`config.mk`:
```
export PLATFORM = sky130hd
export DESIGN_NAME = perf_monitor
export DESIGN_NICKNAME = d
export VERILOG_FILES = /design/src/rtl/perf_monitor.sv
export SDC_FILE = /design/constraint.sdc
export NUM_CORES = 1
export LEC_CHECK = 0
export BUFFER_PORTS_ARGS = -buffer_cell sky130_fd_sc_hd__buf_2
export CORE_UTILIZATION = 45
export CTS_BUF_LIST = sky130_fd_sc_hd__clkbuf_4
export DETAILED_ROUTE_END_ITERATION = 7
export PLACE_DENSITY = 0.67
export SLEW_MARGIN = 20
export SYNTH_ARGS = -nofsm -noshare
export SYNTH_HDL_FRONTEND = slang
export SYNTH_SLANG_ARGS = --single-unit
```
`constraint.sdc`:
```
create_clock -name clk -period 2.7 [get_ports clk]
set_input_delay 0.54 -clock clk [delete_from_list [all_inputs] [get_ports clk]]
set_output_delay 0.54 -clock clk [all_outputs]
set_load 0.01 [all_outputs]
```
`src/rtl/perf_monitor.sv`:
```
// Run-statistics unit: counts cycles, retires, stalls and flushes until stop plus a drain
// window, then computes CPI = cycles / retires in Q(CNT_W-FRAC_W).FRAC_W with a restoring divider.
module perf_monitor #(
    parameter int CNT_W        = 32,
    parameter int FRAC_W       = 16,
    parameter int DRAIN_CYCLES = 10
) (
    input  logic             clk,
    input  logic             rst,
    input  logic             inst_valid,
    input  logic             stall,
    input  logic             flush,
    input  logic             stop,
    output logic [CNT_W-1:0] cycle_count,
    output logic [CNT_W-1:0] inst_count,
    output logic [CNT_W-1:0] stall_count,
    output logic [CNT_W-1:0] flush_count,
    output logic [CNT_W-1:0] cpi,
    output logic             div0,
    output logic             busy,
    output logic             done
);

    localparam int DW    = CNT_W + FRAC_W;
    localparam int DRN_W = $clog2(DRAIN_CYCLES + 1);
    localparam int IT_W  = $clog2(DW + 1);
    localparam logic [CNT_W-1:0] CNT_MAX = '1;

    typedef enum logic [1:0] {RUN, DRAIN, DIV, DONE} state_e;

    state_e             state_q, state_d;
    logic [DRN_W-1:0]   drain_q, drain_d;
    logic [IT_W-1:0]    iter_q, iter_d;
    logic [DW-1:0]      dq_q, dq_d;        // dividend bits shift out of the top, quotient bits in at the bottom
    logic [CNT_W-1:0]   divisor_q, divisor_d;
    logic [CNT_W-1:0]   rem_q, rem_d;
    logic [CNT_W-1:0]   cycle_q, cycle_d;
    logic [CNT_W-1:0]   inst_q, inst_d;
    logic [CNT_W-1:0]   stall_q, stall_d;
    logic [CNT_W-1:0]   flush_q, flush_d;
    logic [CNT_W-1:0]   cpi_q, cpi_d;
    logic               div0_q, div0_d;
    logic               busy_q, busy_d;
    logic               done_q, done_d;

    logic [CNT_W:0]     rem_shift;
    logic               rem_ge;
    logic [DW-1:0]      quo_fin;

    function automatic logic [CNT_W-1:0] sat_inc(input logic [CNT_W-1:0] v, input logic en);
        return (en && v != CNT_MAX) ? v + CNT_W'(1) : v;
    endfunction

    always_comb begin
        // NOTE: every _d gets its current value first so no path can infer a latch.
        state_d   = state_q;
        drain_d   = drain_q;
        iter_d    = iter_q;
        dq_d      = dq_q;
        divisor_d = divisor_q;
        rem_d     = rem_q;
        cycle_d   = cycle_q;
        inst_d    = inst_q;
        stall_d   = stall_q;
        flush_d   = flush_q;
        cpi_d     = cpi_q;
        div0_d    = div0_q;

        rem_shift = {rem_q, dq_q[DW-1]};
        rem_ge    = rem_shift >= {1'b0, divisor_q};
        quo_fin   = {dq_q[DW-2:0], rem_ge};

        if (state_q == RUN || state_q == DRAIN) begin
            cycle_d = sat_inc(cycle_q, 1'b1);
            inst_d  = sat_inc(inst_q, inst_valid);
            stall_d = sat_inc(stall_q, stall);
            flush_d = sat_inc(flush_q, flush);
        end

        case (state_q)
            RUN: begin
                if (stop) begin
                    state_d = DRAIN;
                    drain_d = DRN_W'(DRAIN_CYCLES);
                end
            end
            DRAIN: begin
                drain_d = drain_q - DRN_W'(1);
                if (drain_q == DRN_W'(1)) begin
                    state_d = DIV;
                    iter_d  = '0;
                end
            end
            DIV: begin
                if (iter_q == '0) begin
                    dq_d      = {cycle_q, {FRAC_W{1'b0}}};
                    divisor_d = inst_q;
                    rem_d     = '0;
                    iter_d    = IT_W'(DW);
                    if (inst_q == '0) begin
                        cpi_d   = '1;
                        div0_d  = 1'b1;
                        state_d = DONE;
                    end
                end else begin
                    // Remainder stays below the divisor, so the low CNT_W bits of the difference are exact.
                    rem_d  = rem_ge ? rem_shift[CNT_W-1:0] - divisor_q : rem_shift[CNT_W-1:0];
                    dq_d   = quo_fin;
                    iter_d = iter_q - IT_W'(1);
                    if (iter_q == IT_W'(1)) begin
                        cpi_d   = (|quo_fin[DW-1:CNT_W]) ? '1 : quo_fin[CNT_W-1:0];
                        div0_d  = 1'b0;
                        state_d = DONE;
                    end
                end
            end
            DONE: begin
            end
        endcase

        busy_d = (state_d == DRAIN) || (state_d == DIV);
        done_d = (state_d == DONE);
    end

    always_ff @(posedge clk or negedge rst) begin
        if (!rst) begin
            state_q   <= RUN;
            drain_q   <= '0;
            iter_q    <= '0;
            dq_q      <= '0;
            divisor_q <= '0;
            rem_q     <= '0;
            cycle_q   <= '0;
            inst_q    <= '0;
            stall_q   <= '0;
            flush_q   <= '0;
            cpi_q     <= '0;
            div0_q    <= 1'b0;
            busy_q    <= 1'b0;
            done_q    <= 1'b0;
        end else begin
            // NOTE: non-blocking assignments so every flop samples pre-edge values.
            state_q   <= state_d;
            drain_q   <= drain_d;
            iter_q    <= iter_d;
            dq_q      <= dq_d;
            divisor_q <= divisor_d;
            rem_q     <= rem_d;
            cycle_q   <= cycle_d;
            inst_q    <= inst_d;
            stall_q   <= stall_d;
            flush_q   <= flush_d;
            cpi_q     <= cpi_d;
            div0_q    <= div0_d;
            busy_q    <= busy_d;
            done_q    <= done_d;
        end
    end

    assign cycle_count = cycle_q;
    assign inst_count  = inst_q;
    assign stall_count = stall_q;
    assign flush_count = flush_q;
    assign cpi         = cpi_q;
    assign div0        = div0_q;
    assign busy        = busy_q;
    assign done        = done_q;

endmodule

```
## Word-level counts from Yosys, hierarchy flattened

Index checks and enable logic that the tools add are counted.

| storage, ports and cells | value |
|---|---|
| output and inout port bits | 163 |
| logic and storage cells | 77 |
| register bits | 287 |

| cells by class | value |
|---|---|
| equal/unequal tests | 14 |
| order comparisons | 1 |
| add/subtract/negate cells | 7 |
| reductions and logical operators | 20 |
| muxes and demuxes | 21 |

Operators by type and width:

| cell | number |
|---|---|
| $mux 32 | 6 |
| $add 32x1->32 const B | 4 |
| $ne 32x32->1 const B | 4 |
| $mux 48 | 1 |
| $ge 33x32->1 | 1 |
| $logic_not 32->1 | 1 |
| $sub 32x32->32 | 1 |
| $reduce_or 16->1 | 1 |
| $reduce_and 2->1 | 7 |
| $mux 6 | 2 |
| $pmux 6 s2 | 1 |
| $mux 2 | 5 |
| $pmux 4 s2 | 1 |
| $eq 2x2->1 const B | 3 |
| $eq 6x1->1 const B | 1 |
| $logic_not 6->1 | 1 |
| $pmux 2 s3 | 1 |
| $reduce_bool 2->1 | 3 |
| $sub 6x1->6 const B | 1 |
| $eq 2x1->1 const B | 2 |
| $eq 4x1->1 const B | 1 |
| $mux 4 | 1 |
| $ne 2x1->1 const B | 2 |
| $sub 4x1->4 const B | 1 |
| 6 further kinds | 11 |

## Depth between registers and ports, before layout

| logic depth | value |
|---|---|
| depth after elaboration | 6 |
| depth in mapped cells | 14 |
| mapped depth without buffers | 12 |

## Least setup slack after synthesis

Ideal clock, no wire load.

| path | value |
|---|---|
| kind | register to register |
| from | reg rem_q[7] |
| to | reg rem_q[26] |
| slack | -0.061 ns |
| cell stages (with the launch flop) | 14 |
| library setup time | 0.124 ns |
| data arrival time | 2.637 ns |
| clock period less this slack | 2.761 ns |
| path through | dfrtp_1 ha_1 buf_6 a21oi_2 o21ai_1 a221o_1 a2111oi_4 o41ai_1 and2_1 buf_6 buf_6 nand2_1 mux2i_1 a211o_1 |

| between the ends | value |
|---|---|
| longest elaborated chain between the ends | 3 |
| elaborated cells between the ends (all ways) | 4 |

RTL lines:

| element | line | source |
|---|---|---|
| start: declaration | 36 | `logic [CNT_W-1:0] rem_q, rem_d;` |
| start signal: assignment | 148 | `rem_q <= rem_d;` |
| $sub 32x32->32 / $ge 33x32->1 (equally long branches) | 107, 70 |  |
| $mux 32 * | 107 | `rem_d = rem_ge ? rem_shift[CNT_W-1:0] - divisor_q : rem_shift[CNT_W-1:0];` |
| $mux 32 * | 95 | `if (iter_q == '0) begin` |

Every way passes the cells marked *; elsewhere a longest branch is shown, timed or not.
A chain may end at the register's enable or synchronous reset.

## Worst setup path after layout

| path | value |
|---|---|
| from | reg divisor_q[6] |
| to | reg rem_q[7] |

| between the ends | value |
|---|---|
| longest elaborated chain between the ends | 3 |
| elaborated cells between the ends (all ways) | 4 |

RTL lines:

| element | line | source |
|---|---|---|
| start: declaration | 35 | `logic [CNT_W-1:0] divisor_q, divisor_d;` |
| start signal: assignment | 147 | `divisor_q <= divisor_d;` |
| $sub 32x32->32 / $ge 33x32->1 (equally long branches) | 107, 70 |  |
| $mux 32 * | 107 |  |
| $mux 32 * | 95 |  |

Marks and branches as above.

==> results summary <==
The sum of net half-perimeters after detailed placement came out at 25,570 µm. The tree built by TritonCTS fans out to 287 sinks. The fraction of the yosys area taken by sequential cells came out at 0.5048. Of the post-synthesis cell area, the dominant cell type holds 0.5048. dfrtp_1 takes more of the synthesized area than any other cell. The via count of the first global-routing pass is 12,000.

The number of top-level pins came out at 169. By area the synthesized netlist is led by dfrtp_1, xnor2_1, nand2_1, ha_1, nor2_1. In this run the worst path has a maximum fanout of 7. The critical path starts at divisor_q[6]. The overall fraction of global-route tracks in use came out at 0.2316. STA classifies the critical path startpoint as a flop. Setup total negative slack on the finished layout was measured at -5.973 ps. The post-route DRC violation count came out at 3.

The final period utilization is 1.002. The starting utilization of the core area came out at 0.4615. The power per standard cell area came out at between 1000 and 1500 nW/µm².

The first-pass GRT wire length is 61,190 µm. For the worst-skew pair, the clock arrives at the later sink with an insertion delay of 730 ps. The instance count after placement with tap cells included came out at 2,077.

The clock buffer count from CTS came out at 80. The fraction of registers with async set or reset after synthesis came out at 1.000. The final count of pins violating max slew came to 0. The relative slew slack is 0.6154. The net switching power is about 8.3 mW.

The static leakage is 8.964 nW. Across the VDD grid, the largest voltage drop is 731.1 µV. The total overflow left after global routing is 0.

The net count of the finished layout is 1,835. The worst setup path is of the reg2reg kind. The DRC violation total after the first TritonRoute iteration came out at between 700 and 800. The internal power came out at 12.91 mW. The checks that failed: DRC, setup timing. The initial antenna violation count came to 1.

The highest clock frequency the design can meet is approximately 0.37 GHz. The fraction of power consumed by the clock network came out at 0.191. The cell area after synthesis came out at 14,230 µm². Summed over all layers, the routed wires come to ~37,000 µm. The H-tree depth is 3. Input and output buffers added on the ports amount to 168. The die covers 32,330 µm². Entering global routing, the biggest net connects 65 pins.

The number of hold-slack violations in the final timing report came out at 0. The startpoint identified for the worst hold timing path is stop. After layout, the worst setup slack is -5.973 ps. The routability-driven placement congestion ratio is 0.9057.

The routed via count divided by cell count came out at 5.384. The post-synthesis cell type count is a little over 70. TritonCTS built the clock tree. For the worst setup path, the data required time is 3310 ps. For this run, the leading register cell type out of synthesis is dfrtp_1.

The run finished, with violations left. The number of nets with antenna violations after detailed routing came out at 0. The post-placement setup slack is -131.5 ps.

STA classifies the critical path endpoint as a flop. Relative to the synthesized area, the layout overhead comes to 28.54%. Setup repair after global routing could not meet its margin everywhere.

The worst-case clock skew is between 50 and 60 ps. The total of max-cap violations is 0. The commonest non-fill, non-tap cell in the layout is dfrtp_1. The total number of yosys warnings is 0. The average detailed-routed wire length per instance is 16.63 µm. The fraction of layout instances using a drive strength above 1 is 0.3148.

The startpoint identified for the worst register-to-register timing path is divisor_q[6]. The die outline width is 179.8 µm. The final route contains 12,040 vias. For the worst setup path, the data arrival time is 3310 ps.

The area inside the core boundary is 30,830 µm². The type of the most critical hold path is in2reg. The number of synthesized flops with an enable pin is 0. The count of final setup violators is 1. The switching power share of the total is 0.3907. After clock tree synthesis, the clock-pin slew on the worst setup and hold paths is ~60 ps. The filler cell count is 2,576.

The number of standard cells in the final layout excluding fillers is 2,236. From bottom edge to top edge, the die measures 179.8 µm. The post-layout minimum cycle time came out at 2706 ps. The clock passes through at most 3 buffers. The share of total power dissipated in combinational logic is 0.520. Synthesis inferred between 200 and 300 register bits. The slew at the pin with the worst max-slew slack came out at 573.7 ps.

The top cell types in the final layout, fill and taps aside, are dfrtp_1, nand2_1, buf_2, buf_4, clkbuf_4. CTS placed an instance of clkbuf_4 at the clock tree root. The share of total power dissipated in sequential elements is 0.289.

The placement row count came out at 64. The cell count after synthesis came out at 1,422. The number of nets produced by synthesis came out at 1,471. The first-pass iteration count of the detailed router is 8. The synthesized area per cell came out at 10.01 µm².
## critical path, stage by stage (launching register included)
cell       delay, ps
dfrtp_1          400
inv_2             80
ha_4             210
a21oi_4          150
o21ai_2           70
a221o_1          340
a2111oi_4        410
o41ai_2          110
and2_4           220
buf_4            150
or2_0            200
a32o_1           250
## layout make-up
cell class	instances	area, µm²	area share
flip-flops and latches	287	7182	0.3927
multi-input cells	1026	7116	0.3891
repair buffers	336	2261	0.1236
clock buffers	121	908.4	0.04967
well taps	396	495.5	0.02709
inverters	55	206.4	0.01129
clock inverters	14	116.4	0.006363
diodes	1	2.502	0.0001368
## per-layer routing
layer  vias to the layer above  global-route usage  wire [µm]
met3                        78             0.04660       1803
met5                         -                   0          0
met1                      5870              0.3011      16510
li1                       5789                   -          -
met4                         0             0.09517       1089
met2                       301              0.3784      17780
## state kept, by name, indices dropped and copies added, names as in the netlist
| signal | flops |
|---|---|
| div0 | 1 |
| done | 1 |
| flush_count | 32 |
| drain_q | 4 |
| busy | 1 |
| state_q | 2 |
| dq_q | 48 |
| cycle_count | 32 |
| inst_count | 32 |
| iter_q | 6 |
| cpi | 32 |
| rem_q | 32 |
| stall_count | 32 |
| divisor_q | 32 |
## synthesized netlist by cell type (32+ instances only)
cell type,n
dfrtp_1,287
nand2_1,219
xnor2_1,113
nor2_1,101
o21ai_0,74
nand3_1,66
inv_1,53
ha_1,42
clkbuf_1,40
a31oi_1,38
xor2_1,36
a21oi_1,34
nand4_1,33
mux2_2,32
o22a_1,32
## logic make-up after synthesis
| group | share of synthesized area |
|---|---|
| AOI/OAI and AO/OA | 0.1186 |
| xor gates and xnor gates | 0.09172 |
| adders and majority gates | 0.03834 |
| buffers and inverters | 0.03148 |
| DFF | 0.5048 |
| muxes | 0.04081 |
| and+or+nand+nor | 0.1742 |
## worst paths after layout
kind	endpoint	slack, ps	cells past startpoint
setup / recovery	rem_q[7]	-6	11
hold / removal	drain_q[1]	260	3
setup reg to reg	rem_q[7]	-6	11
hold reg to reg	stall_count[18]	480	1
max in group asynchronous	cpi[29]	1550	3
min in group asynchronous	inst_count[1]	370	2
## what timing repair did
item	in CTS	in global routing
pin swaps	17	31
setup endpoints to repair	20	76
hold buffers	1	0
setup buffers	7	14
hold endpoints to repair	59	0
cloned	0	2
gates resized for setup	26	86
## power by group through the flow
stage / clock, mW / sequential [mW] / combinational (mW)
after global placement: 0 / 6.11 / 9.15
after global routing: 4.40 / 6.26 / 12.0
after floorplan: 0 / 6.16 / 5.74
after CTS: 4.20 / 6.09 / 9.76
final: 4.04 / 6.12 / 11.0
after detailed placement: 0 / 6.14 / 9.30
## metrics by stage
stage,hold slack (ps),instance area (µm²),power [mW],util
2_1_floorplan,244.4,14240,11.90,-
3_3_place_gp,471.6,16560,15.25,0.5373
3_5_place_dp,473.1,16560,15.44,0.5373
4_1_cts,174.2,17810,20.05,0.5778
5_1_grt,222.0,18290,22.66,0.5932
6_report,256.9,18290,21.18,0.5932
Note: power is estimated with default switching activity, not from simulation.
